[src/rtl/if_stage_pkg.sv]
// Shared definitions for the instruction fetch stage: FSM encoding, reset PC default,
// PC increment and the word-alignment helper.
// Latency: none (types and constants only). Backpressure: n/a.
package if_stage_pkg;

  // IDLE: nothing outstanding, WAIT: one request in flight, DROP: in-flight response is stale
  typedef enum logic [1:0] {
    ST_IDLE = 2'b00,
    ST_WAIT = 2'b01,
    ST_DROP = 2'b10
  } if_state_e;

  localparam logic [31:0] IF_RESET_PC = 32'h0000_0000;
  localparam logic [31:0] PC_INC      = 32'd4;

  // Instruction addresses are word aligned; the low two bits are forced to zero.
  function automatic logic [31:0] align_pc(input logic [31:0] addr);
    return {addr[31:2], 2'b00};
  endfunction

endpackage

[src/rtl/if_stage_if.sv]
// Fetch-stage bus bundle: instruction memory request/response plus the IF/ID handshake.
// Latency: none (wiring only). Backpressure: id_ready is the consumer's accept signal.
// Ports: master = fetch stage (drives imem_req/addr and id_*), slave = memory + decode side.
interface if_stage_if;
  logic        imem_req;
  logic [31:0] imem_addr;
  logic        imem_rvalid;
  logic [31:0] imem_rdata;
  logic        id_valid;
  logic        id_ready;
  logic [31:0] id_instr;
  logic [31:0] id_pc;
  logic [31:0] id_pc_plus4;

  modport master (
    output imem_req, imem_addr, id_valid, id_instr, id_pc, id_pc_plus4,
    input  imem_rvalid, imem_rdata, id_ready
  );

  modport slave (
    input  imem_req, imem_addr, id_valid, id_instr, id_pc, id_pc_plus4,
    output imem_rvalid, imem_rdata, id_ready
  );
endinterface

[src/rtl/if_stage_if_id_reg.sv]
// IF/ID pipeline register: holds one fetched instruction with its pc and pc+4.
// Latency: load appears on outputs the cycle after i_load.
// Backpressure: contents held stable until i_consume; i_flush wins over load and consume.
// Ports: clk, rst_n, i_load/i_instr/i_pc/i_pc_plus4 (new entry), i_consume, i_flush,
//        o_valid/o_instr/o_pc/o_pc_plus4 (register contents).
module if_id_reg (
  input  logic        clk,
  input  logic        rst_n,
  input  logic        i_load,
  input  logic [31:0] i_instr,
  input  logic [31:0] i_pc,
  input  logic [31:0] i_pc_plus4,
  input  logic        i_consume,
  input  logic        i_flush,
  output logic        o_valid,
  output logic [31:0] o_instr,
  output logic [31:0] o_pc,
  output logic [31:0] o_pc_plus4
);

  logic        r_valid;
  logic [31:0] r_instr;
  logic [31:0] r_pc;
  logic [31:0] r_pc_plus4;

  always_ff @(posedge clk or negedge rst_n) begin
    if (!rst_n) begin
      r_valid    <= 1'b0;
      r_instr    <= '0;
      r_pc       <= '0;
      r_pc_plus4 <= '0;
    end else if (i_flush) begin
      r_valid <= 1'b0;
    end else if (i_load) begin
      r_valid    <= 1'b1;
      r_instr    <= i_instr;
      r_pc       <= i_pc;
      r_pc_plus4 <= i_pc_plus4;
    end else if (i_consume) begin
      r_valid <= 1'b0;
    end
  end

  assign o_valid    = r_valid;
  assign o_instr    = r_instr;
  assign o_pc       = r_pc;
  assign o_pc_plus4 = r_pc_plus4;

endmodule

[src/rtl/if_stage.sv]
// Instruction fetch stage: one outstanding imem request, redirect flush, IF/ID register.
// Latency: request at N, response at N+k, id_valid at N+k+1; at most 1 instr per 2 cycles.
// Backpressure: no new request while IF/ID is full and not being consumed (id_ready low).
// Ports: clk, rst_n, run (fetch enable), redirect/redirect_pc (flush + new pc),
//        bus (if_stage_if.master: imem_* request/response, id_* handshake).
// Optional: define IF_PERF_CNT_EN to add fetch_cnt/flush_cnt performance counter outputs.
module if_stage
  import if_stage_pkg::*;
#(
  parameter logic [31:0] RESET_PC = IF_RESET_PC
) (
  input  logic         clk,
  input  logic         rst_n,
  input  logic         run,
  input  logic         redirect,
  input  logic [31:0]  redirect_pc,
  if_stage_if.master   bus
`ifdef IF_PERF_CNT_EN
  ,
  output logic [31:0]  fetch_cnt,
  output logic [31:0]  flush_cnt
`endif
);

  if_state_e   r_state;
  if_state_e   w_state_nxt;
  logic [31:0] r_pc;
  logic [31:0] w_pc_nxt;
  logic [31:0] w_pc_plus4;
  logic        w_req;
  logic        w_load;
  logic        w_slot_free;

  assign w_pc_plus4  = r_pc + PC_INC;
  // The IF/ID slot is free if empty or being drained this cycle, so the response
  // (earliest next cycle) always finds room.
  assign w_slot_free = !bus.id_valid || bus.id_ready;

  always_ff @(posedge clk or negedge rst_n) begin
    if (!rst_n) begin
      r_state <= ST_IDLE;
      r_pc    <= RESET_PC;
    end else begin
      r_state <= w_state_nxt;
      r_pc    <= w_pc_nxt;
    end
  end

  always_comb begin
    w_state_nxt = r_state;
    w_pc_nxt    = r_pc;
    w_req       = 1'b0;
    w_load      = 1'b0;
    if (redirect) begin
      // Redirect overrides everything: new pc, no request, any response this cycle is dropped.
      w_pc_nxt = align_pc(redirect_pc);
      case (r_state)
        ST_WAIT: w_state_nxt = bus.imem_rvalid ? ST_IDLE : ST_DROP;
        // A response landing together with a redirect in DROP is the stale one; nothing
        // remains outstanding afterwards.
        ST_DROP: w_state_nxt = bus.imem_rvalid ? ST_IDLE : ST_DROP;
        default: w_state_nxt = ST_IDLE;
      endcase
    end else begin
      case (r_state)
        ST_IDLE: begin
          if (run && w_slot_free) begin
            w_req       = 1'b1;
            w_state_nxt = ST_WAIT;
          end
        end
        ST_WAIT: begin
          if (bus.imem_rvalid) begin
            w_load      = 1'b1;
            w_pc_nxt    = w_pc_plus4;
            w_state_nxt = ST_IDLE;
          end
        end
        ST_DROP: begin
          if (bus.imem_rvalid) w_state_nxt = ST_IDLE;
        end
        default: w_state_nxt = ST_IDLE;
      endcase
    end
  end

  // Gate with rst_n so the pulse cannot appear combinationally while reset is held.
  assign bus.imem_req  = w_req && rst_n;
  assign bus.imem_addr = bus.imem_req ? r_pc : '0;

  if_id_reg u_if_id_reg (
    .clk        (clk),
    .rst_n      (rst_n),
    .i_load     (w_load),
    .i_instr    (bus.imem_rdata),
    .i_pc       (r_pc),
    .i_pc_plus4 (w_pc_plus4),
    .i_consume  (bus.id_ready),
    .i_flush    (redirect),
    .o_valid    (bus.id_valid),
    .o_instr    (bus.id_instr),
    .o_pc       (bus.id_pc),
    .o_pc_plus4 (bus.id_pc_plus4)
  );

`ifdef IF_PERF_CNT_EN
  logic [31:0] r_fetch_cnt;
  logic [31:0] r_flush_cnt;

  always_ff @(posedge clk or negedge rst_n) begin
    if (!rst_n) begin
      r_fetch_cnt <= '0;
      r_flush_cnt <= '0;
    end else begin
      r_fetch_cnt <= r_fetch_cnt + {31'd0, w_load};
      r_flush_cnt <= r_flush_cnt + {31'd0, redirect};
    end
  end

  assign fetch_cnt = r_fetch_cnt;
  assign flush_cnt = r_flush_cnt;
`endif

endmodule

[src/flat_wrapper.sv]
// flat-port wrapper written by rule: the top's interface ports become plain ports
module if_stage_flat import if_stage_pkg::*;
#(
  parameter logic [31:0] RESET_PC = IF_RESET_PC
)
  (clk, rst_n, run, redirect, redirect_pc, bus_imem_req, bus_imem_addr, bus_id_valid, bus_id_instr, bus_id_pc, bus_id_pc_plus4, bus_imem_rvalid, bus_imem_rdata, bus_id_ready);
  if_stage_if bus_i ();
  input  logic clk;
  input  logic rst_n;
  input  logic run;
  input  logic redirect;
  input  logic [31:0] redirect_pc;
  output wire logic [$bits(bus_i.imem_req)-1:0] bus_imem_req;
  output wire logic [$bits(bus_i.imem_addr)-1:0] bus_imem_addr;
  output wire logic [$bits(bus_i.id_valid)-1:0] bus_id_valid;
  output wire logic [$bits(bus_i.id_instr)-1:0] bus_id_instr;
  output wire logic [$bits(bus_i.id_pc)-1:0] bus_id_pc;
  output wire logic [$bits(bus_i.id_pc_plus4)-1:0] bus_id_pc_plus4;
  input wire logic [$bits(bus_i.imem_rvalid)-1:0] bus_imem_rvalid;
  input wire logic [$bits(bus_i.imem_rdata)-1:0] bus_imem_rdata;
  input wire logic [$bits(bus_i.id_ready)-1:0] bus_id_ready;
  assign bus_imem_req = bus_i.imem_req;
  assign bus_imem_addr = bus_i.imem_addr;
  assign bus_id_valid = bus_i.id_valid;
  assign bus_id_instr = bus_i.id_instr;
  assign bus_id_pc = bus_i.id_pc;
  assign bus_id_pc_plus4 = bus_i.id_pc_plus4;
  assign bus_i.imem_rvalid = bus_imem_rvalid;
  assign bus_i.imem_rdata = bus_imem_rdata;
  assign bus_i.id_ready = bus_id_ready;
  if_stage #(.RESET_PC(RESET_PC)) u_core (.clk(clk), .rst_n(rst_n), .run(run), .redirect(redirect), .redirect_pc(redirect_pc), .bus(bus_i));
endmodule
[config.mk]
export PLATFORM = sky130hd
export DESIGN_NAME = if_stage_flat
export DESIGN_NICKNAME = d
export VERILOG_FILES = /design/src/rtl/if_stage_pkg.sv /design/src/rtl/if_stage_if.sv /design/src/rtl/if_stage_if_id_reg.sv /design/src/rtl/if_stage.sv /design/src/flat_wrapper.sv
export SDC_FILE = /design/constraint.sdc
export NUM_CORES = 1
export LEC_CHECK = 0
export ABC_CLOCK_PERIOD_IN_PS = 3200
export CORE_MARGIN = 2
export CORE_UTILIZATION = 40
export DETAILED_ROUTE_END_ITERATION = 10
export DONT_BUFFER_PORTS = 1
export GPL_TIMING_DRIVEN = 0
export PLACE_DENSITY = 0.64
export SYNTH_ARGS = -nofsm -noshare
export SYNTH_HDL_FRONTEND = slang
export SYNTH_SLANG_ARGS = --single-unit
[constraint.sdc]
create_clock -name clk -period 3.2 [get_ports clk]
set_input_delay 0.48 -clock clk [delete_from_list [all_inputs] [get_ports clk]]
set_output_delay 0.48 -clock clk [all_outputs]
set_load 0.02 [all_outputs]
### After elaboration in Yosys (flattened, before gate mapping)

Cells that the tools add are included.

* register bits after elaboration: 131
* input bits: 70
* output and inout bits: 130
* logic and storage cells: 43

* $add $sub $neg: 1
* eq/ne operators: 4
* multiplexer cells: 19
* bitwise logic cells: 1
* reductions and logical operators: 12

Operators by type and width (count)
* 2-to-1 mux 32 bit: 4
* adder 32 x 3 -> 32 bit (second input constant): 1
* 2-to-1 mux 2 bit: 5
* 2-to-1 mux 1 bit: 9
* AND reduction 2 bit: 3
* case mux 2 bit (2 select lines): 1
* nonzero test 2 bit: 2
* != test 3 x 1 -> 1 bit (second input constant): 1
* != test 3 x 2 -> 1 bit (second input constant): 1
* nonzero test 3 bit: 1
* equality test 2 x 1 -> 1 bit (second input constant): 1
* equality test 2 bit (second input constant): 1
* logical AND 1 bit: 2
* zero test 2 bit: 1
* OR reduction 2 bit: 1
* zero test 1 bit: 1
* logical OR 1 bit: 1
* inverter 1 bit: 1

### Longest topological paths before layout

Gate-level depths: netlist (run 1).

* depth after elaboration: 8
* gate-level depth with buffers: 8
* depth with buffers taken out: 6

### By module

A second synthesis (run 1) with hierarchy kept.

* cells, all modules: 539
* area, all modules: 6443.7 µm²

By module, submodules not included
* if_id_reg: times used 1, cells an instance 208, area each 3811.2 µm², seq. area each 2427.3 µm²
* if_stage: times used 1, cells an instance 331, area each 2632.5 µm², seq. area each 800.8 µm²

### Least setup slack after synthesis (run 1)

OpenSTA, ideal clock, no wires.

* path kind: input -> output
* from: input port bus_id_ready
* to: output port bus_imem_addr[22]
* arrival time: 1.581 ns
* required time: 2.720 ns
* path slack: 1.139 ns
* stages: 5
* buffers on the path: 1
* cells stage by stage: nand2b_1 > and2_1 > and4_1 > clkbuf_1 > and2_1

* word-level cells in the longest chain between the ends: 7

RTL lines
* start: declaration: RTL line flat_wrapper.sv:21 `input wire logic [$bits(bus_i.id_ready)-1:0] bus_id_ready;`
* logical OR 1 bit: RTL line if_stage.sv:37 `assign w_slot_free = !bus.id_valid || bus.id_ready;`
* logical AND 1 bit: RTL line if_stage.sv:67 `if (run && w_slot_free) begin`
* 2-to-1 mux 1 bit: RTL line if_stage.sv:67
* 2-to-1 mux 1 bit: RTL line if_stage.sv:65 `case (r_state)`
* 2-to-1 mux 1 bit: RTL line if_stage.sv:54 `if (redirect) begin`
* logical AND 1 bit: RTL line if_stage.sv:88 `assign bus.imem_req = w_req && rst_n;`
* net bus_imem_req: RTL line flat_wrapper.sv:13 `output wire logic [$bits(bus_i.imem_req)-1:0] bus_imem_req;`
* 2-to-1 mux 32 bit: RTL line if_stage.sv:89 `assign bus.imem_addr = bus.imem_req ? r_pc : '0;`
* end: declaration: RTL line flat_wrapper.sv:14 `output wire logic [$bits(bus_i.imem_addr)-1:0] bus_imem_addr;`

The timed path passes the listed nets, and every way through them passes these cells.

### Worst setup path after layout (run 1)

* from: register u_core.u_if_id_reg.r_valid, in the netlist u_core.u_if_id_reg.o_valid
* to: output port bus_imem_addr[18]

* word-level cells in the longest chain between the ends: 8

RTL lines
* start: declaration: RTL line if_stage_if_id_reg.sv:21 `logic r_valid;`
* start signal: assignment: RTL line if_stage_if_id_reg.sv:28 `r_valid <= 1'b0;`
* start signal: assignment: RTL line if_stage_if_id_reg.sv:33 `r_valid <= 1'b0;`
* start signal: assignment: RTL line if_stage_if_id_reg.sv:35 `r_valid <= 1'b1;`
* zero test 1 bit: RTL line if_stage.sv:37
* logical OR 1 bit: RTL line if_stage.sv:37
* logical AND 1 bit: RTL line if_stage.sv:67
* 2-to-1 mux 1 bit: RTL line if_stage.sv:67
* 2-to-1 mux 1 bit: RTL line if_stage.sv:65
* 2-to-1 mux 1 bit: RTL line if_stage.sv:54
* logical AND 1 bit: RTL line if_stage.sv:88
* 2-to-1 mux 32 bit: RTL line if_stage.sv:89

No other way between the ends.

==> impl_metrics.ini, run 1 <==
[logic_synthesis]
ys_seq_elements = 125
avgSynthCellArea_um2 = 8.86
async_flop_share_pct = 100
synth_top_family_by_area = simple AND/OR/NAND/NOR gates
synthCells = 711
synthMuxAreaShare_pct = 0.318
synthAdderAreaFrac_pct = 0.596
synth_area_um2 = 6300
synth_cell_type_count = 48
yosys_warnings = 0
synth_edf_count = 0
synth_compound_area_share_pct = 8.70
ys_seq_area_share_pct = 49.7
synth-xor-area-share_pct = 3.76
synth-simple-area-share_pct = 29.1
synth_top_flop_cell = dfrtp_1

[global_route]
grt_pass1_wl_um = 27500
grt_max_degree = 127
overflow = 0
antenna_found_initial = 0
grt_pass1_vias = 5063
track_usage_pct = 21.8

[floorplan]
rows = 45
ioPinCount = 200
die_h_um = 129
dieArea_um2 = 16800
start_util_pct = 41.1
dieWidth_um = 129
coreArea_um2 = 15300

[routing]
wl_met3_um = 1780
via_per_inst = 5.46
wl_per_cell_um = 19.4
wl_met2_um = 8670
wl_um = 18500
num_vias = 5223
drt-initial-drc-count = 488
drc = 0
drt_pass1_iterations = 6
top_layer = met4
m1WireLength_um = 7580
antenna_left = 0

[placement]
portBuffers = 0
place_congestion = 0.860
place_ws_ns = 0.702
place_hpwl_um = 13400

[worst_setup_path]
endpoint_kind = primary output
crit_path_start_kind = register
rr_endpoint = u_core.u_if_id_reg.o_pc_plus4[20]
required_ns = 2.72
crit_fanout = 10
r2r_start = u_core.r_pc[2]
worst-endpoint-arrival_ns = 2.40
crit_type = register to primary output
reg2reg_depth = 7
r2r_slack_ns = 0.66

[status]
status = finished, violations left
violations = hold timing

[pwr]
ir_worst_vdd_v = 0.000391
p_leak_nw = 3.20
power.density_nw_per_um2 = 869

[clocking]
cts_tree = done
cts_resized = 0
root_buffer = clkbuf_16
cts_max_path_buffers = 2
clkTransAtPathRegs_ns = 0.06
cts_buffers = 17
clk_latency_ns = 0.42
htreeDepth = 4
numClockSinks = 125

[job]
drv_cap = 0

[timing]
finalCritPeriodShare_pct = 90.1
grt_setup_unrepaired = no
whs_ns = -0.244
relSlewSlack_pct = 38.0
fin_crit_ns = 2.88
drv_slew = 0
fmax_ghz = 0.347
final-setup-viol-count = 0
hold_viol_final = 125
skew_ns = 0.0141
tns_ns = 0
worstMarginPinSlew_ns = 0.921
setup_ws_ns = 0.318

[finish]
area_growth_pct = 13.9
layout.nets = 808
postLayoutCoreUtil_pct = 46.9
drive_gt1_share_pct = 8.99
num_antenna_cells = 0

[hold_path]
worstHoldPathType = input port to async pin
## stage by stage
step           power [W]  hold WS [ns]  instances  cell area (um2)
3_3_place_gp     0.00424         0.190        927             6580
6_report         0.00624        -0.244        956             7180
5_1_grt          0.00657        -0.263        956             7180
2_1_floorplan    0.00393         0.184        716             6320
4_1_cts          0.00629        -0.260        956             7180
3_5_place_dp     0.00432         0.188        927             6580
## Yosys cell counts (3+ instances only)
cell / number / share of area, %
clkbuf_1: 30 / 1.8
or3_1: 4 / 0.40
buf_4: 7 / 0.83
nand4b_1: 3 / 0.42
nor3_1: 8 / 0.64
and4_1: 6 / 0.83
nor4_1: 10 / 0.99
a31oi_1: 24 / 2.4
and2_1: 33 / 3.3
inv_1: 7 / 0.42
o21ai_0: 42 / 3.3
or4_1: 13 / 1.5
nor2_1: 35 / 2.1
buf_1: 5 / 0.30
nand4_1: 12 / 1.2
dfrtp_1: 125 / 50
o31ai_1: 14 / 1.7
nand3_1: 15 / 1.2
buf_6: 7 / 1.3
and3_1: 4 / 0.40
a21oi_1: 3 / 0.24
ha_1: 3 / 0.60
clkbuf_8: 9 / 2.0
xor2_1: 5 / 0.70
nand2_1: 235 / 14
xnor2_1: 22 / 3.1
## layout make-up
class / instances / area [um2]
plain buffers: 63 / 467
inverters: 7 / 26.3
fillers: 1493 / 8140
flip-flops and latches: 125 / 3130
clock inverters: 8 / 115
well taps: 211 / 264
multi-input cells: 521 / 2700
clock buffers: 21 / 480
## critical path: stages, from the launching register on
cell,delay [ns]
dfrtp_1,0.46
nand2b_1,0.12
and2_1,0.21
and4_1,0.39
clkbuf_1,0.43
and2_1,0.38
## registers in the layout, summed over array words and instances, names as in the netlist
register and flops:
u_core.r_pc 30, u_core.r_state 2, u_core.u_if_id_reg.o_instr 32, u_core.u_if_id_reg.o_pc 30
u_core.u_if_id_reg.o_pc_plus4 30, u_core.u_if_id_reg.o_valid 1
## cell families (layout without fill, tap and decap cells)
kind of cell,count (synthesis),count (layout)
muxes,2,2
DFF,125,125
AOI/OAI and AO/OA,91,91
buffers and inverters,70,99
xor gates and xnor gates,27,27
and+or+nand+nor,392,392
adders and majority gates,3,3
other,1,6
## power by group
group	internal, W	leakage (nW)	total [W]	switching (W)
combinational	0.000373	1.37	0.000925	0.000551
clock	0.00129	0.300	0.00197	0.000681
sequential	0.00217	1.53	0.00335	0.00118
## layer usage
layer,up-vias,track usage [%]
met5,-,0
met4,0,9.17
met3,34,8.38
met2,254,34.4
met1,2512,26.7
li1,2423,-
## placed cells by master (no fill, tap or decap), types with 6 or more instances in the layout
master	synthesis	final
a31oi_1	24	24
and2_1	33	33
and4_1	6	6
buf_4	7	7
buf_6	7	7
clkbuf_1	30	30
clkbuf_16	0	17
clkbuf_8	9	13
conb_1	1	6
dfrtp_1	125	125
inv_1	7	7
nand2_1	235	235
nand3_1	15	15
nand4_1	12	12
nor2_1	35	35
nor3_1	8	8
nor4_1	10	10
o21ai_0	42	42
o31ai_1	14	14
or4_1	13	13
xnor2_1	22	22
## worst max-delay path by stage
stage / startpoint / end / slack [ns] / cells past startpoint
after detailed placement: u_core.r_pc[2] / u_core.u_if_id_reg.o_pc_plus4[20] / 0.70 / 7
after floorplan: bus_id_ready / bus_imem_addr[22] / 1.14 / 5
after CTS: u_core.u_if_id_reg.o_valid / bus_imem_addr[18] / 0.35 / 5
after global routing: u_core.u_if_id_reg.o_valid / bus_imem_addr[22] / 0.30 / 5
after global placement: u_core.r_pc[2] / u_core.r_pc[24] / 0.70 / 7
final: u_core.u_if_id_reg.o_valid / bus_imem_addr[18] / 0.32 / 5
## timing repair
action                                 in CTS  in global routing
setup buffers                               0                  0
endpoints found under the hold margin     125                125
setup endpoints to repair                   0                  0
Power figures use the tool's default switching activity.
==> run 2, diff against run 1 <==
CORE_UTILIZATION = 60   (was 40)
CTS_CLUSTER_SIZE = 16   (was not set)
GPL_TIMING_DRIVEN = not set   (was 0)
PLACE_DENSITY = 0.86   (was 0.64)
==> run 2 against run 1 <==
Net effect: the flow still finishes with violations (hold timing); count of clock-buffer cells in the layout shrank 1; largest power group unchanged; flip-flop and latch count unchanged; critical path depth is the same; critical endpoint is now bus_imem_addr[19]; clock skew is 0.0055 ns lower; cell area fell by 6.4%; core utilization rose by 18 points.
==> impl_metrics.ini, run 2 (same netlist as run 1, synthesis figures left out) <==
[status]
status = finished, violations left
violations = hold timing

[placement]
portBuffers = 0
place_hpwl_um = 10700
place_ws_ns = 0.869
place_congestion = 0.876

[clocking]
htreeDepth = 4
cts_tree = done
numClockSinks = 125
holdBufCountCts = 1
cts_buffers = 17
clk_latency_ns = 0.53
cts_max_path_buffers = 2
cts_resized = 0
clkTransAtPathRegs_ns = 0.06
root_buffer = clkbuf_8
postCtsSetupBuffers = 0

[global_route]
grt_max_degree = 127
overflow = 0
grt_pass1_wl_um = 25600
track_usage_pct = 29.2
antenna_found_initial = 0
grt_pass1_vias = 4864

[floorplan]
dieWidth_um = 106
rows = 37
coreArea_um2 = 10300
dieArea_um2 = 11300
die_h_um = 106
ioPinCount = 200
start_util_pct = 61.3

[timing]
grt_setup_unrepaired = no
fmax_ghz = 0.350
hold_viol_final = 125
whs_ns = -0.354
skew_ns = 0.00856
relSlewSlack_pct = 34.2
setup_ws_ns = 0.345
finalCritPeriodShare_pct = 89.2
final-setup-viol-count = 0
drv_slew = 0
worstMarginPinSlew_ns = 0.986
tns_ns = 0
fin_crit_ns = 2.86

[worst_setup_path]
r2r_slack_ns = 0.82
cp_top_family = simple AND/OR/NAND/NOR gates
rr_endpoint = u_core.r_pc[17]
crit_slowest_cell = and4_1
crit_buf_inv = 1
crit_type = register to primary output
worst-endpoint-arrival_ns = 2.38
crit_fanout = 20
required_ns = 2.72
reg2reg_depth = 4
crit_path_start_kind = register
critPathMaxStageDelay_ns = 0.58
r2r_start = u_core.r_pc[6]
cp_cell_sequence = nand2b_1, and2_1, and4_1, buf_12, and2_1
endpoint_kind = primary output
cp_num_cells = 5
cpMostUsedCell = and2_1

[pwr]
combPwrFrac_pct = 13.0
ir_worst_vdd_v = 0.000548
p_leak_nw = 3.01
power.density_nw_per_um2 = 915
p_int_w = 0.00372
clkPwrFrac_pct = 31.8
power_frac_seq_pct = 55.2
power_switching_w = 0.00243
swShare_pct = 39.5
p_total_w = 0.00615

[finish]
largest_reg_flops = 32
layout.nets = 753
drive_gt1_share_pct = 7.22
num_antenna_cells = 0
fillers = 819
final_cell_mix = nand2_1 (234), dfrtp_1 (125), o21ai_0 (42), nor2_1 (34), and2_1 (33)
final_common_cell = nand2_1
area_growth_pct = 6.64

[routing]
wl_per_cell_um = 19.3
num_vias = 5025
drt-initial-drc-count = 629
drt_pass1_iterations = 6
antenna_left = 0
drc = 0
via_per_inst = 6.06
wl_um = 16000

[hold_path]
worstHoldPathType = input port to async pin

[job]
drv_cap = 0
==> run 2: worst max-delay path by stage <==
stage / startpoint / to / slack, ns
floorplan: bus_id_ready / bus_imem_addr[22] / 1.14
global placement: u_core.r_pc[6] / u_core.r_pc[17] / 0.94
detailed placement: bus_id_ready / bus_imem_addr[19] / 0.87
CTS: u_core.u_if_id_reg.o_valid / bus_imem_addr[19] / 0.32
global route: u_core.u_if_id_reg.o_valid / bus_imem_addr[19] / 0.22
finish: u_core.u_if_id_reg.o_valid / bus_imem_addr[19] / 0.34
==> run 2: power groups by stage <==
stage	logic, W	clock network, W	registers, W
3_3_place_gp	0.000737	0	0.00339
2_1_floorplan	0.000741	0	0.00319
4_1_cts	0.000805	0.00197	0.00340
5_1_grt	0.000947	0.00206	0.00346
6_report	0.000798	0.00196	0.00339
3_5_place_dp	0.000797	0	0.00342
==> run 2: stage by stage <==
stage / std cells / util (%) / cell area, um2 / hold WS [ns]
after global placement: 796 / 59.3 / 6100 / 0.190
after CTS: 829 / 65.3 / 6720 / -0.370
after floorplan: 716 / - / 6320 / 0.184
after detailed placement: 796 / 59.3 / 6100 / 0.189
final: 829 / 65.3 / 6720 / -0.354
after global routing: 829 / 65.3 / 6720 / -0.374
==> run 2: area by class of cell <==
type | count | area [um2] | share of cell area (%)
multi-input combinational | 521 | 2710 | 40.4
clock inverter | 12 | 160 | 2.38
clock buffer | 20 | 445 | 6.63
tap | 136 | 170 | 2.53
timing repair buffer | 8 | 75.1 | 1.12
sequential | 125 | 3130 | 46.6
inverter | 7 | 26.3 | 0.391
==> run 2: layer usage <==
layer	part of all wire, %	GRT usage [%]	vias up
li1	-	-	2322
met1	41	37.7	2355
met2	46	46.0	306
met3	11	10.2	42
met4	2.4	10.6	0
met5	0	0	-
==> run 3, diff against run 2 <==
REMOVE_ABC_BUFFERS = 1   (was not set)
==> run 3 against run 2 <==
Net effect: the run still ends with hold timing left; combinational power shrank 0.9%; largest power group unchanged; setup slack gained 0.24 ns; routed wire length shrank 6.3%; cell area shrank 0.24%; count of clock-buffer cells in the layout shrank 1; flip-flop and latch count is the same; register-to-register slack lost 0.24 ns; sequential power shrank 1%; critical path type is now register to register.
==> impl_metrics.ini, run 3 (same netlist as run 1, synthesis figures left out) <==
[finish]
layout.nets = 752
fin_cells = 828
area_growth_pct = 6.38
final_cell_mix = nand2_1 (234), dfrtp_1 (125), o21ai_0 (42), nor2_1 (34), and2_1 (33)
largest_reg_flops = 32
multiInputGateArea_um2 = 2710
fillers = 844
final_common_cell = nand2_1
drive_gt1_share_pct = 7.08
regArea_um2 = 3130
num_antenna_cells = 0
fin_area_um2 = 6700

[worst_setup_path]
reg2reg_depth = 4
rr_endpoint = u_core.r_pc[31]
crit_type = register to register
crit_path_start = u_core.r_pc[4]
r2r_slack_ns = 0.58
crit_fanout = 20
required_ns = 3.63
crit_path_start_kind = register
crit_slowest_cell = or4_4
cp_top_family = simple AND/OR/NAND/NOR gates
crit_buf_inv = 0
worst-endpoint-arrival_ns = 3.04
critPathMaxStageDelay_ns = 0.71
r2r_start = u_core.r_pc[4]
endpoint_kind = register
cp_cell_sequence = nand4_1, or4_4, or4_1, a31oi_1

[routing]
drc = 0
wl_per_cell_um = 18.1
wl_um = 15000
via_per_inst = 5.92
num_vias = 4902
antenna_left = 0
drt-initial-drc-count = 288
drt_pass1_iterations = 5

[clocking]
postCtsSetupBuffers = 0
clk_latency_ns = 0.52
cts_max_path_buffers = 2
cts_buffers = 17
htreeDepth = 4
clkTransAtPathRegs_ns = 0.06
root_buffer = clkbuf_8
cts_tree = done
cts_resized = 0
numClockSinks = 125
holdBufCountCts = 1

[pwr]
p_int_w = 0.00369
power_switching_w = 0.00237
p_total_w = 0.00607
ir_worst_vdd_v = 0.000476
swShare_pct = 39.1
p_leak_nw = 2.99
combPwrFrac_pct = 13.0
clkPwrFrac_pct = 31.7
power_frac_seq_pct = 55.2
power.density_nw_per_um2 = 906

[global_route]
overflow = 0
grt_pass1_wl_um = 24300
antenna_found_initial = 0
track_usage_pct = 27.4
grt_pass1_vias = 4797
grt_max_degree = 127

[placement]
dp.cells = 795
portBuffers = 0
placed_cell_area_um2 = 6090
place_congestion = 0.860
place_hpwl_um = 9690

[floorplan]
rows = 37
dieArea_um2 = 11300
dieWidth_um = 106
coreArea_um2 = 10300
start_util_pct = 61.3
ioPinCount = 200
die_h_um = 106

[status]
violations = hold timing
status = finished, violations left

[timing]
finalCritPeriodShare_pct = 81.7
hold_viol_final = 125
relSlewSlack_pct = 34.4
final-setup-viol-count = 0
whs_ns = -0.346
fin_crit_ns = 2.62
fmax_ghz = 0.382
skew_ns = 0.00920
grt_setup_unrepaired = no
drv_slew = 0
worstMarginPinSlew_ns = 0.984

[job]
drv_cap = 0

[hold_path]
worstHoldPathType = input port to async pin
## run 3: cell types whose count changed in the layout (fill, tap and decap cells not counted)
cell / change
clkinv_4: -1
inv_6: -1
clkbuf_8: -1
buf_4: -1
clkinvlp_4: +3
## run 3: worst reg2reg max path: cells and delay by family (launching register included)
family | cells | cell delay, ns
AND/OR/NAND/NOR | 3 | 1.76
flip-flops | 1 | 0.56
AO/OA/AOI/OAI | 1 | 0.20
## run 3: final cells by class
class / instances / area share, %
sequential: 125 / 46.7
multi-input combinational: 521 / 40.5
clock buffer: 19 / 6.44
tap: 136 / 2.54
clock inverter: 13 / 2.47
timing repair buffer: 7 / 1.01
inverter: 7 / 0.392
## run 3: routing by layer
layer  vias to the layer above  share of wire (%)  track usage [%]
li1                       2300                  -                -
met1                      2368                 42             34.8
met2                       219                 48             44.5
met3                        15                8.7             8.71
met4                         0                1.4             9.65
met5                         -                  0                0
## run 3: power by group through the flow
stage / Clock, W / Combinational [W] / Sequential [W]
after detailed placement: 0 / 0.000792 / 0.00338
after floorplan: 0 / 0.000636 / 0.00322
after global routing: 0.00202 / 0.000927 / 0.00343
after global placement: 0 / 0.000731 / 0.00335
final: 0.00193 / 0.000791 / 0.00335
after CTS: 0.00195 / 0.000803 / 0.00336
## run 3: through the flow
step                worst slack [ns]  utilization [%]  TNS [ns]
global route                   0.518             65.2         0
CTS                            0.611             65.2         0
detailed placement             0.757             59.3         0
finish                         0.585             65.2         0
global placement               0.809             59.3         0
floorplan                     -0.924                -    -46.10
## run 3: worst max path at each step
stage	endpoint	slack (ns)	depth (start not counted)
finish	u_core.r_pc[31]	0.58	4
global placement	u_core.r_pc[31]	0.81	4
CTS	bus_imem_addr[19]	0.61	5
detailed placement	u_core.r_pc[29]	0.76	4
global route	bus_imem_addr[19]	0.52	5
floorplan	u_core.r_pc[21]	-0.92	6
